File: config.mk
export PLATFORM = sky130hd
export DESIGN_NAME = fp_addsub_issue_arbiter
export DESIGN_NICKNAME = d
export VERILOG_FILES = /design/src/rtl/fp_addsub_issue_arbiter.sv
export SDC_FILE = /design/constraint.sdc
export NUM_CORES = 1
export LEC_CHECK = 0
export ABC_AREA = 1
export BUFFER_PORTS_ARGS = -buffer_cell sky130_fd_sc_hd__buf_2
export CAP_MARGIN = 20
export CORE_ASPECT_RATIO = 2
export CORE_MARGIN = 2
export CORE_UTILIZATION = 54
export DETAILED_ROUTE_END_ITERATION = 8
export PLACE_DENSITY = 0.81
export SYNTH_ARGS = -nofsm -noshare
export SYNTH_HDL_FRONTEND = slang
export SYNTH_SLANG_ARGS = --single-unit
export TNS_END_PERCENT = 20
File: constraint.sdc
create_clock -name clk -period 5.5 [get_ports clk]
set_clock_uncertainty 0.2 [all_clocks]
set_input_delay 0.55 -clock clk [delete_from_list [all_inputs] [get_ports clk]]
set_output_delay 0.55 -clock clk [all_outputs]
set_load 0.005 [all_outputs]
File: src/rtl/fp_addsub_issue_arbiter.sv
// Round-robin issue of FP32 add/sub ops to a shared pipelined adder,
// with a tag pipe and a credit-protected result FIFO.
module fp_addsub_issue_arbiter #(
  parameter  int NUM_REQ    = 4,
  parameter  int TAG_W      = 6,
  parameter  int LATENCY    = 3,
  parameter  int FIFO_DEPTH = 8,
  localparam int ID_W       = (NUM_REQ > 1) ? $clog2(NUM_REQ) : 1
) (
  input  logic                     clk,
  input  logic                     rst_n,
  input  logic [NUM_REQ-1:0]       req_valid,
  input  logic [32*NUM_REQ-1:0]    req_a,
  input  logic [32*NUM_REQ-1:0]    req_b,
  input  logic [NUM_REQ-1:0]       req_sub,
  input  logic [TAG_W*NUM_REQ-1:0] req_tag,
  output logic [NUM_REQ-1:0]       req_ready,
  input  logic                     flush,
  output logic                     fpu_start,
  output logic [31:0]              fpu_a,
  output logic [31:0]              fpu_b,
  output logic                     fpu_sub,
  input  logic [31:0]              fpu_result,
  input  logic                     fpu_exception,
  input  logic                     fpu_done,
  output logic                     out_valid,
  output logic [31:0]              out_result,
  output logic                     out_exception,
  output logic [TAG_W-1:0]         out_tag,
  output logic [ID_W-1:0]          out_id,
  input  logic                     out_ready,
  output logic                     err_unexpected_done
);

  localparam int AW = (FIFO_DEPTH > 1) ? $clog2(FIFO_DEPTH) : 1;
  localparam int CW = $clog2(FIFO_DEPTH + 1);

  typedef struct packed {
    logic [31:0]      res;
    logic             exc;
    logic [TAG_W-1:0] tag;
    logic [ID_W-1:0]  id;
  } ent_t;

  logic [ID_W-1:0]  r_rr_ptr;
  logic [CW-1:0]    r_cnt;
  logic [LATENCY-1:0] r_occ;
  logic [LATENCY-1:0] r_live;
  logic [TAG_W-1:0] r_tag [LATENCY];
  logic [ID_W-1:0]  r_id  [LATENCY];
  ent_t             r_mem [FIFO_DEPTH];
  logic [AW:0]      r_wptr;
  logic [AW:0]      r_rptr;
  logic             r_err;

  logic             w_found;
  logic [ID_W-1:0]  w_gid;
  logic [ID_W-1:0]  w_cand;
  logic             w_issue;
  logic             w_push;
  logic             w_pop;
  ent_t             w_head;

  // Search starts just after the last grant and wraps.
  always_comb begin
    w_found = 1'b0;
    w_gid   = '0;
    w_cand  = '0;
    for (int k = 1; k <= NUM_REQ; k++) begin
      w_cand = ID_W'((int'(r_rr_ptr) + k) % NUM_REQ);
      if (!w_found && req_valid[w_cand]) begin
        w_found = 1'b1;
        w_gid   = w_cand;
      end
    end
  end

  assign w_issue   = w_found & ~flush & (r_cnt < CW'(FIFO_DEPTH));
  assign req_ready = w_issue ? (NUM_REQ'(1) << w_gid) : '0;
  assign fpu_start = w_issue;
  assign fpu_a     = w_issue ? req_a[32*w_gid +: 32] : '0;
  assign fpu_b     = w_issue ? req_b[32*w_gid +: 32] : '0;
  assign fpu_sub   = w_issue ? req_sub[w_gid] : 1'b0;

  always_ff @(posedge clk or negedge rst_n) begin
    if (!rst_n) begin
      r_occ  <= '0;
      r_live <= '0;
      for (int k = 0; k < LATENCY; k++) begin
        r_tag[k] <= '0;
        r_id[k]  <= '0;
      end
    end else begin
      r_occ[0]  <= w_issue;
      r_live[0] <= w_issue;
      r_tag[0]  <= req_tag[TAG_W*w_gid +: TAG_W];
      r_id[0]   <= w_gid;
      for (int k = 1; k < LATENCY; k++) begin
        r_occ[k]  <= r_occ[k-1];
        r_live[k] <= r_live[k-1] & ~flush;
        r_tag[k]  <= r_tag[k-1];
        r_id[k]   <= r_id[k-1];
      end
    end
  end

  assign w_push = fpu_done & r_occ[LATENCY-1] & r_live[LATENCY-1] & ~flush;
  assign w_pop  = out_valid & out_ready & ~flush;

  always_ff @(posedge clk) begin
    if (w_push) begin
      r_mem[r_wptr[AW-1:0]] <= '{res: fpu_result, exc: fpu_exception,
                                 tag: r_tag[LATENCY-1], id: r_id[LATENCY-1]};
    end
  end

  always_ff @(posedge clk or negedge rst_n) begin
    if (!rst_n) begin
      r_wptr   <= '0;
      r_rptr   <= '0;
      r_cnt    <= '0;
      r_rr_ptr <= ID_W'(NUM_REQ - 1);
      r_err    <= 1'b0;
    end else begin
      if (flush) begin
        r_wptr <= '0;
        r_rptr <= '0;
        r_cnt  <= '0;
      end else begin
        if (w_push) r_wptr <= r_wptr + 1'b1;
        if (w_pop)  r_rptr <= r_rptr + 1'b1;
        r_cnt <= r_cnt + CW'(w_issue) - CW'(w_pop);
      end
      if (w_issue) r_rr_ptr <= w_gid;
      if (fpu_done && !r_occ[LATENCY-1]) r_err <= 1'b1;
    end
  end

  assign out_valid           = (r_wptr != r_rptr);
  assign w_head              = r_mem[r_rptr[AW-1:0]];
  assign out_result          = out_valid ? w_head.res : '0;
  assign out_exception       = out_valid ? w_head.exc : 1'b0;
  assign out_tag             = out_valid ? w_head.tag : '0;
  assign out_id              = out_valid ? w_head.id  : '0;
  assign err_unexpected_done = r_err;

endmodule

* Yosys cells after proc, flatten, opt, wreduce, memory -nomap -nowiden
Memories as Yosys holds them, arrays and structs flattened.
Index checks and enable logic that the tools add are counted.
W data, S select, Z words.
** Storage, ports and cells
- Memory bits (writable) :: 328
- Input port bits :: 326
- Flip-flop bits (word level) :: 45
- Output and inout bits :: 113
- Memories :: 1
- Logic and storage cells :: 87
** Operators by class
- Equality and inequality tests :: 1
- Mux-type cells :: 33
- Magnitude comparators :: 6
- Shifts and indexed selects :: 4
- Bitwise logic cells :: 10
- $add $sub $neg :: 8
- Multiply operators :: 1
- Reductions and logical operators :: 10
** Memory list
- r_mem :: depth 8, bits a word 41, rd ports 1, clocked after memory_dff 0, wr ports 1, line 51 : ent_t r_mem [FIFO_DEPTH];
** Operators by type and width (count)
- $shiftx A128 B8 Y32 :: 2
- $mux W32 :: 3
- $mux W4 :: 6
- $shiftx A24 B6 Y6 :: 1
- $lt A2 B3 Y1 const B :: 5
- $mux W1 :: 13
- $bmux W1 S2 :: 5
- $mux W2 :: 5
- $and A1 B1 Y1 :: 9
- $add A4 B1 Y4 const B :: 2
- $mux W6 :: 1
- $add A2 B1 Y2 const B :: 2
- $add A2 B2 Y2 const B :: 2
- $add A4 B1 Y4 :: 1
- $logic_and A1 B1 Y1 :: 4
- $logic_not A1 Y1 :: 4
- $lt A4 B4 Y1 const B :: 1
- $mul A2 B2 Y4 const A :: 1
- $ne A4 B4 Y1 :: 1
- $reduce_bool A2 Y1 :: 2
- $shl A1 B2 Y4 const A :: 1
- $sub A4 B1 Y4 :: 1
- $not A1 Y1 :: 1

* Logic depth before layout (Yosys ltp)
Gate-level depths: netlist of run 1.
- Word-level depth :: 18
- Mapped depth :: 16
- Depth with buffers taken out :: 14

* Worst setup path after synthesis of run 1
No wires, ideal clock.
- Path type :: input to register
- Start :: in flush
- End :: mem r_mem[0][0] in the netlist's numbering, enable pin
- Library setup time :: 490 ps
- Setup slack :: 964 ps
- Path buffers :: 1
- Arrival time :: 3846 ps
- Cell stages on the path :: 4
- Required time :: 4810 ps
- Path through :: clkbuf_1 > nor2_1 > nand2_1 > nor3_1
** On the way
- Cells in the longest elaborated chain, start to end :: 4
** Ends and longest elaborated chain
- start: declaration :: line 18 : input logic flush,
- $not A1 Y1 :: line 107 : assign w_push = fpu_done & r_occ[LATENCY-1] & r_live[LATENCY-1] & ~flush;
- $and A1 B1 Y1 :: line 107
- $mux W1 :: line 111 : if (w_push) begin
- $mux W1 (not written as such) :: line 112 : r_mem[r_wptr[AW-1:0]] <= '{res: fpu_result, exc: fpu_exception,
- end: declaration :: line 51
Every way passes these cells.

* Worst setup path in the final report of run 1
- Start :: reg r_rr_ptr[0]
- End :: out fpu_a[18]
** On the way
- Cells in the longest elaborated chain, start to end :: 16
- Elaborated cells on any way between the ends :: 30
- Classes of those cells :: add/sub: 4; shift: 1; mux: 17; bitwise: 2; reduce/logical: 6
** Ends and longest elaborated chain
- start: declaration :: line 45 : logic [ID_W-1:0] r_rr_ptr;
- start signal: assignment :: line 122 : r_rr_ptr <= ID_W'(NUM_REQ - 1);
- start signal: assignment :: line 134 : if (w_issue) r_rr_ptr <= w_gid;
- branches (longest 15 deep; another with $add A2 B1 Y2)
- $mux W32 (*) :: line 81 : assign fpu_a = w_issue ? req_a[32*w_gid +: 32] : '0;
- end: declaration :: line 20 : output logic [31:0] fpu_a,
Every way passes the cells marked *. The select of a mux whose other input is x is not followed.

==> results_dict.tcl, run 1 <==
set metrics [dict create \
    area_growth_pct 18.4 \
    routed_wl_um 55600 \
    synthFlopType "edfxtp_1" \
    layout_common_cells "nand2_1, buf_2, edfxtp_1, nor2_1, o21ai_0" \
    p_sw_mw 4.82 \
    viasPerCell 6.02 \
    grt_pass1_wl_um 82800 \
    grt_max_degree 104 \
    synth_nets 2175 \
    num_rows 93 \
    synth_edf_count 328 \
    cap_violations 0 \
    status "finished clean" \
    ys_warn_count 0 \
    die-area_sq_mm 0.0343 \
    tightestPinTransition_ns 1.10 \
    fp.dieH_um 260 \
    dp_hpwl_um 36700 \
    drtAntennaViolNets 0 \
    crit_arrival_ns 3.94 \
    synth_cell_types 33 \
    p_per_area_mw_per_mm2 512 \
    first_pass_iters 5 \
    rr_worst_depth 13 \
    dr.first_iter.drc_count 1518 \
    synthArstFlopShare_pct 11.8 \
    endpoint "fpu_a[18]" \
    crit_type "reg -> out" \
    drive_gt1_share_pct 24.3 \
    min_path_type "in -> reg" \
    drc 0 \
    p_clk_share_pct 18.0 \
    ys_ff_latch 372 \
    fmax_ghz 0.213 \
    reg2reg_from "r_rr_ptr[0]$_DFFE_PN1P_" \
    grtUsageMet3_pct 6.74 \
    slew_headroom_pct 26.8 \
    grt_setup_unrepaired "no" \
    ys_seq_area_share_pct 62.0 \
    cts.sinks 372 \
    clock_latency_ns 0.56 \
    top_usage_layer "met2" \
    switching_share_pct 44.9 \
    cts_buffers 26 \
    ctsLongestPathBuffers 3 \
    combPwrFrac_pct 50.4 \
    r2r_end "r_cnt[2]$_DFF_PN0_" \
    hold_path_startpoint "req_tag[21]" \
    antenna_found_initial 20 \
    syn_area_sq_mm 0.0177 \
    cp.required_ns 4.75 \
    wl_per_cell_um 21.0 \
    ioPinCount 439 \
    p_leak_nw 8.82 \
    vias 15900 \
    post-route-min-period_ns 4.69 \
    clockRootBuffer "clkbuf_16" \
    crit_path_end_kind "primary output" \
    startpoint_type "register" \
    grt_overflow 0 \
    grt.total_usage_pct 31.3 \
    finalHoldViolations 0 \
    grt_util_met2_pct 54.4 \
    synthCells 1842 \
    fin_tns_setup_ns 0 \
    path_clk_slew_ns 0.07 \
    min_period_over_period_pct 85.3 \
    tritoncts "built" \
    seqPwrFrac_pct 31.6 \
    die_width_um 132 \
    power.internal_mw 5.90 \
    vdd_drop_max_v 0.000824 \
    holdWs_ns 0.0504 \
    setup_viol 0 \
    crit_start "r_rr_ptr[0]$_DFFE_PN1P_" \
    htree_levels 1 \
    final_common_cell "nand2_1" \
    r2r_slack_ns 1.98 \
    port_buffers 438 \
    core_sq_mm 0.0322 \
    start_util_pct 54.8 \
    post_synth.cell_area_avg_sq_um 9.59 \
    postCtsSetupRepairBufs 0 \
    drv_slew 0 \
    nets 2519 \
    critPathMaxFanout 84 \
    grt_pass1_vias 15100 \
    grtUsageMet1_pct 37.1 \
    place_congestion 0.994 \
]
==> power groups by stage <==
| stage | Clock, mW | Combinational (mW) | Sequential [mW] |
|---|---|---|---|
| floorplan | 0 | 3.68 | 3.40 |
| global placement | 0 | 5.19 | 3.44 |
| detailed placement | 0 | 5.30 | 3.45 |
| CTS | 1.94 | 5.32 | 3.39 |
| global route | 2.04 | 5.95 | 3.41 |
| finish | 1.93 | 5.40 | 3.39 |
==> critical path: stages, from the launching register on <==
cell and delay (ns):
dfstp_2 0.65, inv_4 0.10, nand2_1 0.07, nand2_1 0.08, nand2_1 0.09, nand2_1 0.11
inv_1 0.14, nand2_1 0.11, nand2_4 0.08, buf_4 0.66, buf_4 0.54, nand4_1 0.18
nand2_1 0.12, nand2_1 0.05, a21oi_1 0.17, buf_2 0.14
==> routing by layer <==
layer | vias up | wire (um)
met2 | 1056 | 27500
met1 | 7510 | 19000
li1 | 7160 | -
met4 | 12 | 2760
met5 | - | 71
met3 | 182 | 6260
==> kinds of logic after synthesis <==
group | count (synthesis) | synth area share [%]
buf+inv | 185 | 4.61
fa+ha+maj | 7 | 0.538
compound gates | 368 | 11.0
flops | 372 | 62.0
simple gates | 903 | 21.5
xor+xnor | 7 | 0.347
==> per-stage QoR <==
| stage | power, mW | utilization (%) | instance area, sq um | std cells | worst slack, ns |
|---|---|---|---|---|---|
| floorplan | 7.08 | - | 17700 | 1842 | 0.964 |
| global placement | 8.62 | 62.2 | 20000 | 2584 | 1.56 |
| detailed placement | 8.75 | 62.2 | 20000 | 2584 | 1.50 |
| CTS | 10.6 | 64.8 | 20900 | 2633 | 0.900 |
| global route | 11.4 | 64.9 | 20900 | 2640 | 0.529 |
| finish | 10.7 | 64.9 | 20900 | 2645 | 0.806 |
==> state kept, by name, summed over array words and instances, names as in the netlist <==
name	count
r_rptr	4
r_live	3
r_wptr	4
r_mem	328
r_tag	18
r_occ	2
err_unexpected_done	1
r_rr_ptr	2
r_id	6
r_cnt	4
==> layout make-up <==
type	count	area (sq um)
sequential	372	11000
fill	2484	11300
timing repair buffer	468	2430
clock inverter	18	145
inverter	33	129
tap	427	534
antenna	12	30.0
clock buffer	30	697
multi-input combinational	1285	6000
==> Yosys cell counts (all sizes together) (30+ instances only) <==
| library cell | count | area share, % |
|---|---|---|
| o21ai | 215 | 6.1 |
| clkbuf | 76 | 1.6 |
| buf | 76 | 2.3 |
| nand3 | 30 | 0.98 |
| inv | 33 | 0.72 |
| nor2 | 268 | 5.7 |
| dfrtp | 42 | 5.9 |
| a31oi | 41 | 1.5 |
| a21oi | 69 | 2.0 |
| o22ai | 41 | 1.5 |
| edfxtp | 328 | 56 |
| nand2 | 468 | 10 |
| nand4 | 130 | 4.6 |
==> repair_timing <==
item                                   in CTS  in global routing
resized for setup                           0                  0
hold buffers                                1                  0
endpoints found under the hold margin      42                  0
==> worst min path at each step <==
stage | slack [ns] | cells after the start | end
finish | 0.05 | 3 | r_tag[15]$_DFF_PN0_
global placement | 0.13 | 0 | r_id[3]$_DFF_PN0_
CTS | 0.04 | 3 | r_tag[15]$_DFF_PN0_
detailed placement | 0.13 | 0 | r_id[3]$_DFF_PN0_
floorplan | 0.05 | 0 | err_unexpected_done$_DFFE_PN0P_
global route | 0.06 | 1 | r_mem[0][12]$_DFFE_PP_
(Power assumes the default switching activity.)
==> run 2, diff against run 1 <==
--- a/config.mk
+++ b/config.mk
@@ -13,6 +13,8 @@
 export CORE_UTILIZATION = 54
 export DETAILED_ROUTE_END_ITERATION = 8
 export PLACE_DENSITY = 0.81
+export REMOVE_ABC_BUFFERS = 1
+export SLEW_MARGIN = 20
 export SYNTH_ARGS = -nofsm -noshare
 export SYNTH_HDL_FRONTEND = slang
 export SYNTH_SLANG_ARGS = --single-unit
==> run 2 against run 1 <==
Setup slack got worse by 0.16 ns; utilization shrank 0.078 points; sequential share of layout area grew 0.063 points; final area down 0.12%; via count fell by 3.5%; critical path depth shrank 1; die area did not move; critical path type unchanged.
==> results_dict.tcl, run 2 (synthesized netlist as in run 1, its figures left out) <==
set metrics [dict create \
    p_sw_mw 4.58 \
    port_buffers 438 \
    status "finished clean" \
    tritoncts "built" \
    final_common_cell "nand2_1" \
    wl_per_cell_um 19.8 \
    largest_reg_flops 328 \
    post-route-min-period_ns 4.85 \
    ioPinCount 439 \
    grt_pass1_vias 14800 \
    cp.required_ns 4.75 \
    htree_levels 1 \
    final_util_pct 64.8 \
    area_growth_pct 18.3 \
    reg2reg_from "r_rr_ptr[0]$_DFFE_PN1P_" \
    num_rows 93 \
    die-area_sq_mm 0.0343 \
    nets 2516 \
    core_sq_mm 0.0322 \
    min_period_over_period_pct 88.2 \
    crit_start "r_rr_ptr[0]$_DFFE_PN1P_" \
    combPwrFrac_pct 49.6 \
    final_area_sq_mm 0.0209 \
    drc 0 \
    start_util_pct 54.8 \
    grt_pass1_wl_um 79100 \
    p_leak_nw 8.80 \
    r2r_slack_ns 1.19 \
    vdd_drop_max_v 0.000423 \
    crit_type "reg -> out" \
    grt_overflow 0 \
    dr.first_iter.drc_count 1488 \
    placed_area_sq_mm 0.0200 \
    setup_viol 0 \
    p_per_area_mw_per_mm2 498 \
    critPathMaxFanout 67 \
    rr_worst_depth 13 \
    finalHoldViolations 0 \
    startpoint_type "register" \
    seqPwrFrac_pct 32.6 \
    place_congestion 0.975 \
    fmax_ghz 0.206 \
    fp.dieH_um 260 \
    vias 15400 \
    cts.sinks 372 \
    clockRootBuffer "clkbuf_16" \
    endpoint "req_ready[3]" \
    crit_arrival_ns 4.10 \
    drive_gt1_share_pct 24.0 \
    total_power_mw 10.4 \
    first_pass_iters 5 \
    tightestPinTransition_ns 1.00 \
    clock_latency_ns 0.54 \
    grt.total_usage_pct 29.5 \
    slew_headroom_pct 33.1 \
    drtAntennaViolNets 0 \
    hold_depth 3 \
    grt_setup_unrepaired "no" \
    path_clk_slew_ns 0.07 \
    antenna_found_initial 12 \
    crit_path_end_kind "primary output" \
    layout_common_cells "nand2_1, buf_2, edfxtp_1, nor2_1, o21ai_0" \
    cap_violations 0 \
    routed_wl_um 52300 \
    switching_share_pct 44.0 \
    p_clk_share_pct 17.9 \
    cts_buffers 27 \
    ctsLongestPathBuffers 3 \
    grt_max_degree 103 \
    drv_slew 0 \
    nFillCells 2508 \
    power.internal_mw 5.84 \
    min_path_type "in -> reg" \
    dp_hpwl_um 33800 \
    viasPerCell 5.83 \
    r2r_end "r_cnt[2]$_DFF_PN0_" \
    die_width_um 132 \
]
[run 2: worst max-delay path, cell delays in order, from the launching register on]
cell,delay [ns]
dfstp_2,0.66
inv_4,0.10
nand2_1,0.08
nand2_1,0.08
nand2_1,0.09
nand2_1,0.12
inv_1,0.14
nand2_1,0.11
nand2_4,0.39
nand3_4,0.57
buf_12,0.41
inv_2,0.39
nand2_1,0.13
nor2_1,0.15
buf_2,0.14
[run 2: worst min path at each step]
stage,slack [ns],end,startpoint
after detailed placement,0.14,r_id[0]$_DFF_PN0_,r_id[2]$_DFF_PN0_
final,0.05,err_unexpected_done$_DFFE_PN0P_,fpu_done
after floorplan,0.05,err_unexpected_done$_DFFE_PN0P_,rst_n
after global routing,0.07,err_unexpected_done$_DFFE_PN0P_,fpu_done
after global placement,0.13,r_tag[2]$_DFF_PN0_,r_tag[8]$_DFF_PN0_
after CTS,0.03,r_tag[14]$_DFF_PN0_,req_tag[14]
[run 2: power by group through the flow]
| stage | Clock (mW) | Combinational [mW] | Sequential [mW] |
|---|---|---|---|
| after floorplan | 0 | 3.37 | 3.42 |
| after global placement | 0 | 5.02 | 3.44 |
| final | 1.86 | 5.16 | 3.39 |
| after global routing | 1.98 | 5.82 | 3.40 |
| after detailed placement | 0 | 5.11 | 3.45 |
| after CTS | 1.88 | 5.14 | 3.39 |
[run 2: layout make-up]
type,instances,area [sq um],share of cell area (%)
antenna,7,17.5,0.0838
clock buffer,30,687,3.29
clock inverter,18,115,0.551
inverter,33,129,0.617
multi-input combinational,1285,6000,28.7
sequential,372,11000,52.4
tap,427,534,2.56
timing repair buffer,464,2460,11.8
[run 2: routing by layer]
layer | GRT usage [%] | vias to the layer above | share of wire [%] | wire length, um
li1 | - | 7148 | - | -
met1 | 34.7 | 7219 | 35 | 18100
met2 | 52.7 | 868 | 52 | 27100
met3 | 4.99 | 131 | 9.1 | 4740
met4 | 13.4 | 4 | 4.4 | 2310
met5 | 0 | - | 0.059 | 31
[run 2: repair_timing]
item                      4_1_cts  5_1_grt
resized for setup               0        0
hold endpoints to repair       42        0
setup buffers                   0        0
hold buffers                    1        0
[run 2: through the flow]
stage / setup TNS, ns / std cells / hold slack [ns] / setup WS, ns
finish: 0 / 2636 / 0.0541 / 0.647
global route: 0 / 2636 / 0.0681 / 0.261
CTS: 0 / 2628 / 0.0291 / 0.589
detailed placement: 0 / 2579 / 0.136 / 1.21
global placement: 0 / 2579 / 0.132 / 1.26
floorplan: -83.46 / 1690 / 0.0544 / -1.35
==> run 3, diff against run 2 <==
--- a/config.mk
+++ b/config.mk
@@ -10,9 +10,10 @@
 export CAP_MARGIN = 20
 export CORE_ASPECT_RATIO = 2
 export CORE_MARGIN = 2
-export CORE_UTILIZATION = 54
+export CORE_UTILIZATION = 56
+export CTS_BUF_LIST = sky130_fd_sc_hd__clkbuf_4
 export DETAILED_ROUTE_END_ITERATION = 8
-export PLACE_DENSITY = 0.81
+export PLACE_DENSITY = 0.83
 export REMOVE_ABC_BUFFERS = 1
 export SLEW_MARGIN = 20
 export SYNTH_ARGS = -nofsm -noshare
==> run 3 against run 2 <==
Utilization rose by 4.2 points; setup slack got worse by 0.20 ns; critical endpoint is now fpu_b[28]; routed wire length rose by 3.5%; final area rose by 3.4%; die area fell by 3.5%; via count rose by 4.0%; clock power rose by 14%; sequential cell count did not move; register-to-register slack improved by 0.16 ns; global-route usage rose by 2.2 points; maximum frequency fell by 4.0%.
==> results_dict.tcl, run 3 (synthesized netlist as in run 1, its figures left out) <==
set metrics [dict create \
    status "finished clean" \
    cp_top_family "simple AND/OR/NAND/NOR gates" \
    start_util_pct 56.4 \
    final_common_cell "nand2_1" \
    tritoncts "built" \
    grt.total_usage_pct 31.7 \
    dp_cells 2578 \
    die_width_um 130 \
    timing.critical_path.mode_cell "nand2_1" \
    drive_gt1_share_pct 26.1 \
    vdd_drop_max_v 0.000757 \
    min_period_over_period_pct 91.9 \
    path_clk_slew_ns 0.07 \
    dr.first_iter.drc_count 1620 \
    fmax_ghz 0.198 \
    critPathMaxStageDelay_ns 0.70 \
    antenna_found_initial 16 \
    core_sq_mm 0.0313 \
    path_buf_inv 4 \
    grt_max_degree 132 \
    tightestPinTransition_ns 1.14 \
    clock_latency_ns 0.75 \
    finalNonFillerCells 2778 \
    place_congestion 0.931 \
    area_growth_pct 22.3 \
    wl_per_cell_um 19.5 \
    crit_start "r_rr_ptr[0]$_DFFE_PN1P_" \
    p_leak_nw 9.21 \
    first_pass_iters 6 \
    drv_slew 0 \
    finalHoldViolations 0 \
    post-route-min-period_ns 5.05 \
    slew_headroom_pct 23.5 \
    grt_setup_unrepaired "no" \
    final_util_pct 69.0 \
    viasPerCell 5.75 \
    ioPinCount 439 \
    layout_common_cells "nand2_1, buf_2, edfxtp_1, nor2_1, o21ai_0" \
    cts_buffers 74 \
    nFillCells 2386 \
    reg2reg_from "r_rr_ptr[0]$_DFFE_PN1P_" \
    ctsLongestPathBuffers 3 \
    fp.dieH_um 255 \
    placed_area_sq_mm 0.0200 \
    final_area_sq_mm 0.0216 \
    dp_hpwl_um 34900 \
    largest_reg_flops 328 \
    crit_arrival_ns 4.30 \
    dpl_worst_slack_ns 1.24 \
    drtAntennaViolNets 0 \
    crit_path_end_kind "primary output" \
    grt_overflow 0 \
    num_rows 92 \
    critPathMaxFanout 99 \
    grt_pass1_vias 14900 \
    port_buffers 438 \
    setup_ws_ns 0.447 \
    path_cells "inv_4 -> nand2_1 -> nand2_1 -> nand2_1 -> nand2_1 -> inv_1 -> nand3_4 -> nand3_4 -> buf_12 -> nand2_1 -> nand2_1 -> nand2_1 -> a21oi_1 -> buf_2" \
    startpoint_type "register" \
    nets 2612 \
    grt_pass1_wl_um 79200 \
    cp_slowest_cell "nand3_4" \
    min_path_type "in -> reg" \
    htree_levels 3 \
    crit_type "reg -> out" \
    cts.sinks 372 \
    p_per_area_mw_per_mm2 500 \
    cp.required_ns 4.75 \
    postCtsSetupRepairBufs 0 \
    die-area_sq_mm 0.0331 \
    vias 16000 \
    setup_viol 0 \
    routed_wl_um 54100 \
    hold_path_startpoint "out_ready" \
    clockRootBuffer "clkbuf_4" \
    cap_violations 0 \
    drc 0 \
]
## run 3: per-layer routing
| layer | up-vias | wire length [um] | track usage (%) |
|---|---|---|---|
| met5 | - | 13 | 0 |
| met4 | 2 | 2160 | 14.7 |
| met3 | 143 | 6010 | 7.17 |
| met2 | 1077 | 26900 | 53.7 |
| met1 | 7341 | 19000 | 38.4 |
| li1 | 7421 | - | - |
## run 3: area by class of cell
| class | count | area [sq um] | area share [%] |
|---|---|---|---|
| Tap cell | 423 | 529 | 2.45 |
| Antenna cell | 20 | 50.0 | 0.232 |
| Clock buffer | 103 | 773 | 3.58 |
| Inverter | 33 | 129 | 0.596 |
| Multi-Input combinational cell | 1285 | 6000 | 27.8 |
| Sequential cell | 372 | 11000 | 50.7 |
| Clock inverter | 29 | 260 | 1.20 |
| Timing Repair Buffer | 513 | 2910 | 13.5 |
## run 3: timing repair
item	4_1_cts	5_1_grt
gates resized for setup	0	0
hold endpoints to repair	319	0
hold buffers	48	0
## run 3: worst paths after layout
kind / slack, ns / cells past startpoint / end
setup / recovery: 0.45 / 14 / fpu_b[28]
hold / removal: 0.05 / 5 / r_rptr[2]$_DFFE_PN0P_
setup reg to reg: 1.35 / 14 / r_tag[14]$_DFF_PN0_
hold reg to reg: 0.14 / 0 / r_id[2]$_DFF_PN0_
max in group asynchronous: 4.03 / 2 / r_rptr[0]$_DFFE_PN0P_
min in group asynchronous: 0.33 / 2 / r_tag[0]$_DFF_PN0_
## run 3: power by group
part / internal (mW) / leakage (nW) / switching (mW)
Combinational: 1.70 / 5.12 / 3.60
Clock: 1.11 / 0.596 / 1.01
Sequential: 3.28 / 3.50 / 0.109
Total: 6.09 / 9.21 / 4.72
## run 3: stage by stage
stage / power [mW] / setup TNS, ns / hold slack [ns]
global placement: 8.44 / 0 / 0.132
finish: 10.8 / 0 / 0.0463
detailed placement: 8.52 / 0 / 0.135
floorplan: 6.79 / -83.46 / 0.0544
CTS: 10.8 / 0 / 0.00299
global route: 11.6 / 0 / 0.0341
## run 3: worst min-delay path, cell delays in order
cell,delay (ns)
buf_2,0.10
inv_1,0.05
nor2_1,0.08
nand2_1,0.07
a21oi_1,0.07
